--- config.mk ---
export PLATFORM = sky130hd
export DESIGN_NAME = inst_sram_like_slave
export DESIGN_NICKNAME = d
export VERILOG_FILES = /design/src/rtl/inst_sram_like_slave_pkg.sv /design/src/rtl/sram_resp_fifo.sv /design/src/rtl/inst_sram_like_slave.sv
export SDC_FILE = /design/constraint.sdc
export NUM_CORES = 1
export LEC_CHECK = 0
export ABC_AREA = 0
export CAP_MARGIN = 20
export CORE_MARGIN = 2
export CORE_UTILIZATION = 45
export CTS_BUF_LIST = sky130_fd_sc_hd__clkbuf_8
export DETAILED_ROUTE_END_ITERATION = 6
export PLACE_DENSITY = 0.74
export SYNTH_ARGS = -nofsm -noshare
export SYNTH_HDL_FRONTEND = slang
export SYNTH_HIERARCHICAL = 1
export SYNTH_SLANG_ARGS = --single-unit
--- constraint.sdc ---
create_clock -name clk -period 4.4 [get_ports clk]
set_clock_uncertainty 0.1 [all_clocks]
set_input_delay 0.88 -clock clk [delete_from_list [all_inputs] [get_ports clk]]
set_output_delay 0.88 -clock clk [all_outputs]
set_load 0.05 [all_outputs]
--- src/rtl/inst_sram_like_slave_pkg.sv ---
// Shared constants and helpers for the inst_sram slave bridge.
//   SIZE_*       : encodings of the request size field (3 is treated as word)
//   LFSR_*       : width and tap mask of the handshake-jitter LFSR
//   CNT_W        : width of the saturating handshake delay counters
//   lfsr_next()  : one Fibonacci step, taps 16,14,13,11
//   wen_decode() : byte-lane write enables from size and addr[1:0]
package inst_sram_like_slave_pkg;

  localparam logic [1:0] SIZE_BYTE = 2'd0;
  localparam logic [1:0] SIZE_HALF = 2'd1;
  localparam logic [1:0] SIZE_WORD = 2'd2;

  localparam int LFSR_W = 16;
  // Taps 16,14,13,11 counted from 1 map to bits 15,13,12,10.
  localparam logic [LFSR_W-1:0] LFSR_TAPS = 16'hB400;

  localparam int CNT_W = 16;

  function automatic logic [LFSR_W-1:0] lfsr_next(input logic [LFSR_W-1:0] s);
    return {s[LFSR_W-2:0], ^(s & LFSR_TAPS)};
  endfunction

  function automatic logic [3:0] wen_decode(input logic [1:0] size, input logic [1:0] lane);
    logic [3:0] wen;
    case (size)
      SIZE_BYTE: wen = 4'b0001 << lane;
      SIZE_HALF: wen = 4'b0011 << {lane[1], 1'b0};
      default:   wen = 4'hF;
    endcase
    return wen;
  endfunction

endpackage

--- src/rtl/sram_resp_fifo.sv ---
// In-order response queue for the inst_sram slave.
// Each entry holds {wr, data_valid, data}. An entry is pushed at the address
// handshake with data_valid=0; on the following cycle the RAM read data is
// captured into that same entry (writes store 0) and data_valid is set.
// Ports:
//   clk, reset            : clock, synchronous active-high reset
//   push, push_wr         : allocate tail entry, record read/write
//   capture, capture_data : fill the most recently pushed entry
//   pop                   : retire the head entry
//   count                 : occupancy
//   head_valid, head_data_valid, head_data : head entry view
module sram_resp_fifo #(
  parameter int DEPTH = 4,
  parameter int CNT_W = $clog2(DEPTH) + 1
) (
  input  logic             clk,
  input  logic             reset,
  input  logic             push,
  input  logic             push_wr,
  input  logic             capture,
  input  logic [31:0]      capture_data,
  input  logic             pop,
  output logic [CNT_W-1:0] count,
  output logic             head_valid,
  output logic             head_data_valid,
  output logic [31:0]      head_data
);

  localparam int PTR_W = $clog2(DEPTH);

  logic [PTR_W-1:0] head_ptr;
  logic [PTR_W-1:0] tail_ptr;
  logic [PTR_W-1:0] cap_ptr;
  logic             wr_q   [DEPTH];
  logic             dv_q   [DEPTH];
  logic [31:0]      data_q [DEPTH];

  always_ff @(posedge clk) begin
    if (reset) begin
      head_ptr <= '0;
      tail_ptr <= '0;
      cap_ptr  <= '0;
      count    <= '0;
      for (int i = 0; i < DEPTH; i++) begin
        wr_q[i]   <= 1'b0;
        dv_q[i]   <= 1'b0;
        data_q[i] <= '0;
      end
    end else begin
      if (push) begin
        wr_q[tail_ptr] <= push_wr;
        dv_q[tail_ptr] <= 1'b0;
        cap_ptr        <= tail_ptr;
        tail_ptr       <= tail_ptr + 1'b1;
      end
      // cap_ptr is the entry pushed last cycle; it never equals the current
      // tail, so capture and a new push never collide.
      if (capture) begin
        dv_q[cap_ptr]   <= 1'b1;
        data_q[cap_ptr] <= wr_q[cap_ptr] ? 32'h0 : capture_data;
      end
      if (pop) begin
        head_ptr <= head_ptr + 1'b1;
      end
      case ({push, pop})
        2'b10:   count <= count + 1'b1;
        2'b01:   count <= count - 1'b1;
        default: count <= count;
      endcase
    end
  end

  assign head_valid      = (count != '0);
  assign head_data_valid = dv_q[head_ptr];
  assign head_data       = data_q[head_ptr];

endmodule

--- src/rtl/inst_sram_like_slave.sv ---
// Slave end of the inst_sram req/addr_ok/data_ok protocol, bridging to a
// synchronous RAM with one cycle of read latency. Responses are in order.
//
// Handshake semantics: a request is accepted in any cycle where req and
// addr_ok are both high; the request fields are sampled only then. data_ok is
// a single-cycle pulse per accepted request with no back-pressure, so the
// initiator must consume rdata in that cycle.
//
// Ports:
//   clk, reset           : clock, synchronous active-high reset
//   req, wr, size, addr, wdata : request from initiator
//   addr_ok              : request accepted this cycle (with req)
//   rdata, data_ok       : response data and its strobe
//   ram_en, ram_wen, ram_addr, ram_wdata, ram_rdata : RAM port
//   outstanding          : accepted but not yet returned requests
module inst_sram_like_slave
  import inst_sram_like_slave_pkg::*;
#(
  parameter int                DEPTH         = 4,
  parameter int                ADDR_OK_DELAY = 0,
  parameter int                DATA_OK_DELAY = 0,
  parameter int                RAND_EN       = 0,
  parameter logic [LFSR_W-1:0] LFSR_SEED     = 16'hACE1
) (
  input  logic                       clk,
  input  logic                       reset,
  input  logic                       req,
  input  logic                       wr,
  input  logic [1:0]                 size,
  input  logic [31:0]                addr,
  input  logic [31:0]                wdata,
  output logic                       addr_ok,
  output logic [31:0]                rdata,
  output logic                       data_ok,
  output logic                       ram_en,
  output logic [3:0]                 ram_wen,
  output logic [31:0]                ram_addr,
  output logic [31:0]                ram_wdata,
  input  logic [31:0]                ram_rdata,
  output logic [$clog2(DEPTH):0]     outstanding
);

  localparam int OCC_W = $clog2(DEPTH) + 1;

  logic [OCC_W-1:0]  count;
  logic              head_valid;
  logic              head_dv;
  logic [31:0]       head_data;
  logic [CNT_W-1:0]  acnt;
  logic [CNT_W-1:0]  dcnt;
  logic [LFSR_W-1:0] lfsr;
  logic              cap_q;
  logic              hs;
  logic              room;
  logic              addr_jitter_ok;
  logic              data_jitter_ok;

  // Occupancy is the registered count, so a pop in this cycle does not make
  // room for an accept in the same cycle.
  assign room           = (count < OCC_W'(DEPTH));
  assign addr_jitter_ok = (RAND_EN == 0) || lfsr[0];
  assign data_jitter_ok = (RAND_EN == 0) || lfsr[1];

  assign addr_ok = !reset && req && room &&
                   (acnt >= CNT_W'(ADDR_OK_DELAY)) && addr_jitter_ok;
  assign hs      = req && addr_ok;

  assign data_ok = !reset && head_valid && head_dv &&
                   (dcnt >= CNT_W'(DATA_OK_DELAY)) && data_jitter_ok;
  assign rdata   = data_ok ? head_data : 32'h0;

  // RAM is strobed combinationally from the handshake so its data lands one
  // cycle later, in time for the capture into the queue entry.
  assign ram_en    = hs;
  assign ram_wen   = (hs && wr) ? wen_decode(size, addr[1:0]) : 4'h0;
  assign ram_addr  = {addr[31:2], 2'b00};
  assign ram_wdata = wdata;

  assign outstanding = count;

  always_ff @(posedge clk) begin
    if (reset) begin
      acnt  <= '0;
      dcnt  <= '0;
      lfsr  <= LFSR_SEED;
      cap_q <= 1'b0;
    end else begin
      lfsr  <= lfsr_next(lfsr);
      cap_q <= hs;
      // acnt keeps counting while full; it only restarts on accept or idle.
      if (!req || hs) begin
        acnt <= '0;
      end else if (acnt != '1) begin
        acnt <= acnt + 1'b1;
      end
      if (data_ok) begin
        dcnt <= '0;
      end else if (head_valid && head_dv && (dcnt != '1)) begin
        dcnt <= dcnt + 1'b1;
      end
    end
  end

  sram_resp_fifo #(
    .DEPTH (DEPTH)
  ) u_fifo (
    .clk             (clk),
    .reset           (reset),
    .push            (hs),
    .push_wr         (wr),
    .capture         (cap_q),
    .capture_data    (ram_rdata),
    .pop             (data_ok),
    .count           (count),
    .head_valid      (head_valid),
    .head_data_valid (head_dv),
    .head_data       (head_data)
  );

endmodule

Word-level counts from Yosys, hierarchy flattened
Memory sizes are Yosys's and may differ from the RTL's. A register that Yosys moved wholly into a read port is not among the register bits.
Index checks and enable logic that the tools add are counted.
Storage, ports and cells
  bits in registers: 42
  bits in latches: 0
  memory bits (writable): 136
  bits in read-only memories: 0
  input bits: 102
  output and inout bits: 106
  word-level logic and storage cells: 79
  memories kept: 3
Memories
  u_fifo.data_q: depth 4, bits a word 32, rd ports 1, clocked after memory_dff 1, wr ports 4, line sram_resp_fifo.sv:36  | logic [31:0] data_q [DEPTH];
  u_fifo.dv_q: depth 4, bits a word 1, rd ports 1, clocked after memory_dff 1, wr ports 4, line sram_resp_fifo.sv:35  | logic dv_q [DEPTH];
  u_fifo.wr_q: depth 4, bits a word 1, rd ports 1, clocked after memory_dff 1, wr ports 4, line sram_resp_fifo.sv:34  | logic wr_q [DEPTH];
Operators by class
  add/subtract/negate cells: 6
  multiply operators: 0
  divide/modulo/power cells: 0
  $lt $le $gt $ge: 3
  equal/unequal tests: 5
  shift operators: 2
  muxes and demuxes: 31
  bitwise logic cells: 0
  reductions and logical operators: 22
Operators by type and width (count)
  $mux 32: 3
  $add 16x1->16 const B: 2
  $ge 16x1->1 const B: 2
  $ne 16x16->1 const B: 2
  $reduce_or 32->1: 1
  $mux 2: 10
  $mux 1: 15
  $logic_and 1x1->1: 10
  $pmux 4 s2: 1
  $pmux 3 s2: 1
  $add 2x1->2 const B: 2
  $eq 2x1->1 const B: 2
  $mux 4: 1
  $reduce_or 2->1: 2
  $shl 1x2->4 const A: 1
  $shl 2x2->4 const A: 1
  $add 3x1->3 const B: 1
  $lt 3x3->1 const B: 1
  $reduce_bool 3->1: 1
  $reduce_or 1->1: 3
  $sub 3x1->3 const B: 1
  $eq 2x2->1 const B: 1
  $logic_not 1->1: 2
  $logic_not 2->1: 1
  2 further kinds: 2

Longest topological paths before layout
  depth after elaboration: 10
  gate-level depth with buffers: 12
  depth with buffers taken out: 9

By module
Netlist, hierarchy kept.
By module, submodules not included
  sram_resp_fifo: times used 1, cells an instance 441, area each 6241.0 um^2, sequential area each 4304.1 um^2
  inst_sram_like_slave: times used 1, cells an instance 118, area each 819.5 um^2, sequential area each 20.0 um^2

Least setup slack after synthesis
Ideal clock, no wire load.
  path kind: input port to flip-flop
  start: input port reset
  end: register u_fifo.count[2]
  setup time: 71 ps
  arrival: 3702 ps
  required time: 4229 ps
  setup slack: 527 ps
  stages on the path: 8
  buffers on the path: 0
  cells stage by stage: nor3b_1 > inv_1 > ha_1 > inv_1 > fa_1 > xor2_1 > or3_1 > a21oi_1
On the way
  word-level cells in the longest chain between the ends: 7
  elaborated cells on any way between the ends: 12
  those cells by class: eq/ne (2); mux (1); reduce/logical (9)
Ends and longest elaborated chain
  start: declaration: line inst_sram_like_slave.sv:26  | input logic reset,
  $logic_not 1->1: line inst_sram_like_slave.sv:64, inst_sram_like_slave.sv:68
  $logic_and 1x1->1 (3 in a row): line inst_sram_like_slave.sv:64  | assign addr_ok = !reset && req && room &&
  $logic_and 1x1->1: line inst_sram_like_slave.sv:66  | assign hs = req && addr_ok;
  $eq 2x1->1 or $eq 2x2->1 (tied branches): line sram_resp_fifo.sv:65  | case ({push, pop})
  $pmux 3 s2 or $reduce_bool 2->1 (tied branches)
  end signal: assignment: line sram_resp_fifo.sv:66  | 2'b10: count <= count + 1'b1;
  end signal: assignment: line sram_resp_fifo.sv:67  | 2'b01: count <= count - 1'b1;
  end signal: assignment: line sram_resp_fifo.sv:68  | default: count <= count;
  end: declaration: line sram_resp_fifo.sv:23  | output logic [CNT_W-1:0] count,
Parallel ways exist; a longest one is shown, timed or not.
A chain may end at the register's enable or synchronous reset.

Worst setup path after layout
  start: input port reset
  end: output port rdata[27]
On the way
  word-level cells in the longest chain between the ends: 5
Ends and longest elaborated chain
  $logic_not 1->1: line inst_sram_like_slave.sv:68  | assign data_ok = !reset && head_valid && head_dv &&
  $logic_and 1x1->1 (3 in a row): line inst_sram_like_slave.sv:68
  $mux 32: line inst_sram_like_slave.sv:70  | assign rdata = data_ok ? head_data : 32'h0;
  end: declaration: line inst_sram_like_slave.sv:33  | output logic [31:0] rdata,
Every way passes these cells.

==> run summary <==
CTS max path bufs: 2
Yosys top cell area share: 0.561
Die Area: 16,700 µm²
Syn Area/Cell: 12.6 µm²
hold_buf cts: 0
simple-gate share of the synthesized area: 0.151
post-DP HPWL: 9700 µm
final period utilization: 0.850
Nets: 678
PD cells: 373 nW/µm²
total routed wirelength: 15,900 µm
Antenna Cells: 0
CP max FO: 36
total grt overflow: 0
mux cell area share after synthesis: 0.111
CTS tree: done
required arrival time at the worst endpoint: 3420 ps
vias in the first global route: 4,460
total core area: 15,300 µm²
post-CTS setup buffers: 0
TritonRoute pass-1 iters: 4
synthesized instance count: 559
post-synthesis sequential area ratio: 0.612
Reg power frac: 0.518
worst min-delay path class: reg2reg
CP Cell Sequence: clkdlybuf4s50_1, buf_4, nor2_4, and2_1, buf_12
Mapped Area: 7060 µm²
CTS Sinks: 150
initial antenna violation count: 0
Comb pwr share: 0.076
Synth Area in Adders: 0.00461
Compound-Gate Fraction of Synth Area: 0.0163
fmax: 267 MHz
post-synth cell types: 41
WL met3: 1100 µm
Die X: 129 µm
drt wl/cell: 20.0 µm
Final TNS setup: 0 ps
total track usage: 0.196
Initial Util: 0.463
Hold Startpoint: u_fifo/dv_q[0]$_DFF_P_
Leak: 2.91 nW
Row Count: 45
NetSw: 0.657 mW
startpoint types: input port
Port Buffer Count: 81
clk slew on worst S/H paths: 70 ps
Worst R2R End: u_fifo/count[2]$_SDFFE_PP0P_
Max stage delay on crit path: 620 ps
synth-to-layout area growth: 19.3%
max-slew violation count: 0
Internal Dissipation: 2.49 mW
flop2flop setup slack: 1010 ps
worst relative slew slack: 0.345
largest net degree at the start of global routing: 37
Synth Register Bits: 150
post_cts resized: 0
DR top layer: met4
first-pass GRT wire length: 24,000 µm
DRC viols: 0
Max VDD drop: 202 µV
switching part of the total power: 0.209
largest family of logic cells by synthesized area: simple AND/OR/NAND/NOR gates
nature of the critical path endpoint: output port
Clk Latency, worst-skew pair: 430 ps
Clk Tree Root Cell: clkbuf_8
Pwr Total: 3.14 mW
Hold Path Sink: u_fifo/dv_q[0]$_DFF_P_
CP max-delay cell: nor2_4
Max Cap Viol: 0
Num CTS Buffers: 17
post-synth top area cell: edfxtp_1
routed wl met2: 8750 µm
outcome: finished clean
die height: 129 µm
Hold Path Cell Cnt: 2
Vias: 4,259
Worst Tran Pin Value: 980 ps
Fin. Hold Viols: 0
r2r worst-path depth: 9
Setup violations, final: 0
top cells by area, synth: edfxtp_1 56%, mux4_2 11%, nor2_1 6.9%, buf_4 6.8%, dfxtp_1 5.1%
post-DR vias/cell: 5.34
Yosys warnings: 6
XOR/XNOR share of the synthesized area: 0.00744
Tmin final: 3740 ps
crit path kind: in2out
GPL Wtd Cong: 0.778
WL met1: 5850 µm
antenna viol nets, final: 0
share of cells above drive strength 1: 0.227
Boundary Pins: 208
H-tree Lvls: 4
WP data arrival: 2760 ps
RSZ-0062 raised after global routing: false
Detailed Route Iter0 Violations: 363
power share of the clock group: 0.406
cells by family after synthesis:
family / Yosys count
xor gates and xnor gates: 6
muxes: 36
AOI/OAI and AO/OA: 20
other: 1
and+or+nand+nor: 236
adders and majority gates: 2
buffers and inverters: 108
DFF: 150
registers in the layout, indices dropped and copies added, names as in the netlist, named ones only:
| name | cells |
|---|---|
| u_fifo/data_q | 128 |
| u_fifo/dv_q | 4 |
| u_fifo/wr_q | 4 |
| u_fifo/count | 3 |
| u_fifo/cap_ptr | 2 |
| u_fifo/head_ptr | 2 |
| u_fifo/tail_ptr | 2 |
| cap_q | 1 |
critical path: cells and delay by family:
kind          cells  cell delay (ps)
buf+inv           3              940
simple gates      2              920
power groups by stage:
stage / Clock, mW / Sequential (mW) / Combinational, mW
2_1_floorplan: 0 / 1.65 / 0.288
3_3_place_gp: 0 / 1.65 / 0.236
3_5_place_dp: 0 / 1.66 / 0.240
4_1_cts: 1.30 / 1.63 / 0.242
5_1_grt: 1.35 / 1.63 / 0.257
6_report: 1.28 / 1.63 / 0.239
metal layers:
layer  vias up  global-route usage
li1       1892                   -
met3        36              0.0619
met4         0              0.0716
met2       192               0.357
met5         -                   0
met1      2139               0.215
cells in the final DEF (no fill, tap or decap), types with 2 or more instances in the layout:
| master | n |
|---|---|
| xnor2_1 | 2 |
| nor3b_1 | 3 |
| dfxtp_2 | 2 |
| bufinv_16 | 7 |
| clkdlybuf4s50_1 | 43 |
| nor2_1 | 129 |
| nor3_1 | 2 |
| clkbuf_8 | 17 |
| mux4_2 | 34 |
| or3_1 | 2 |
| nand2_1 | 40 |
| conb_1 | 2 |
| buf_12 | 34 |
| inv_1 | 15 |
| a31o_2 | 2 |
| a21oi_1 | 8 |
| nand2b_1 | 2 |
| xor2_1 | 4 |
| clkinvlp_4 | 3 |
| mux2i_1 | 2 |
| edfxtp_1 | 132 |
| o21ai_0 | 7 |
| nand2_2 | 4 |
| and2_1 | 32 |
| buf_4 | 13 |
| dfxtp_1 | 16 |
| nor2_2 | 10 |
layout make-up:
type,instances,area [µm²]
fill,1216,6840
tap,211,264
timing repair buffer,90,1210
clock buffer,17,234
multi-input combinational,302,2080
clock inverter,15,258
sequential,150,4330
inverter,13,48.8
synth_stat cells:
library cell and count:
and3b_1 1, dfxtp_1 18, or3_1 2, nor3b_2 1, xnor2_1 2, nand3b_1 1
edfxtp_1 132, clkbuf_2 2, a21oi_1 8, nor2_2 10, o21bai_1 1, and3_1 1
nand2_1 43, nor4b_1 1, nand2b_1 2, inv_1 13, a31o_2 2, or4bb_1 1
ha_1 1, nor2_4 1, or2_1 1, buf_4 64, nor3_1 2, a22oi_1 1
conb_1 1, nand2_2 1, or2_2 1, and2_1 32, mux4_2 34, nand3_1 1
nor3b_1 3, o31ai_1 1, fa_1 1, nor2b_1 2, xor2_1 4, buf_6 3
buf_2 6, nor2_1 129, mux2i_1 2, o21ai_0 7, clkbuf_1 20
stage by stage:
stage	setup WS (ps)	hold slack, ps	utilization	std cells	instance area (µm²)
3_3_place_gp	630	354	0.520	766	7930
5_1_grt	418	405	0.552	798	8420
2_1_floorplan	527	334	-	560	7060
6_report	660	381	0.552	798	8420
3_5_place_dp	461	364	0.520	766	7930
4_1_cts	566	376	0.552	798	8420
worst max-delay path by stage:
stage / from / end / slack (ps) / depth (start not counted)
after global routing: register / rdata[28] / 420 / 5
after CTS: register / rdata[28] / 570 / 5
after detailed placement: reset / u_fifo/count[2]$_SDFFE_PP0P_ / 460 / 9
after global placement: reset / u_fifo/count[2]$_SDFFE_PP0P_ / 630 / 9
final: reset / rdata[27] / 660 / 5
after floorplan: reset / u_fifo/count[2]$_SDFFE_PP0P_ / 530 / 8
Power figures use the tool's default switching activity.
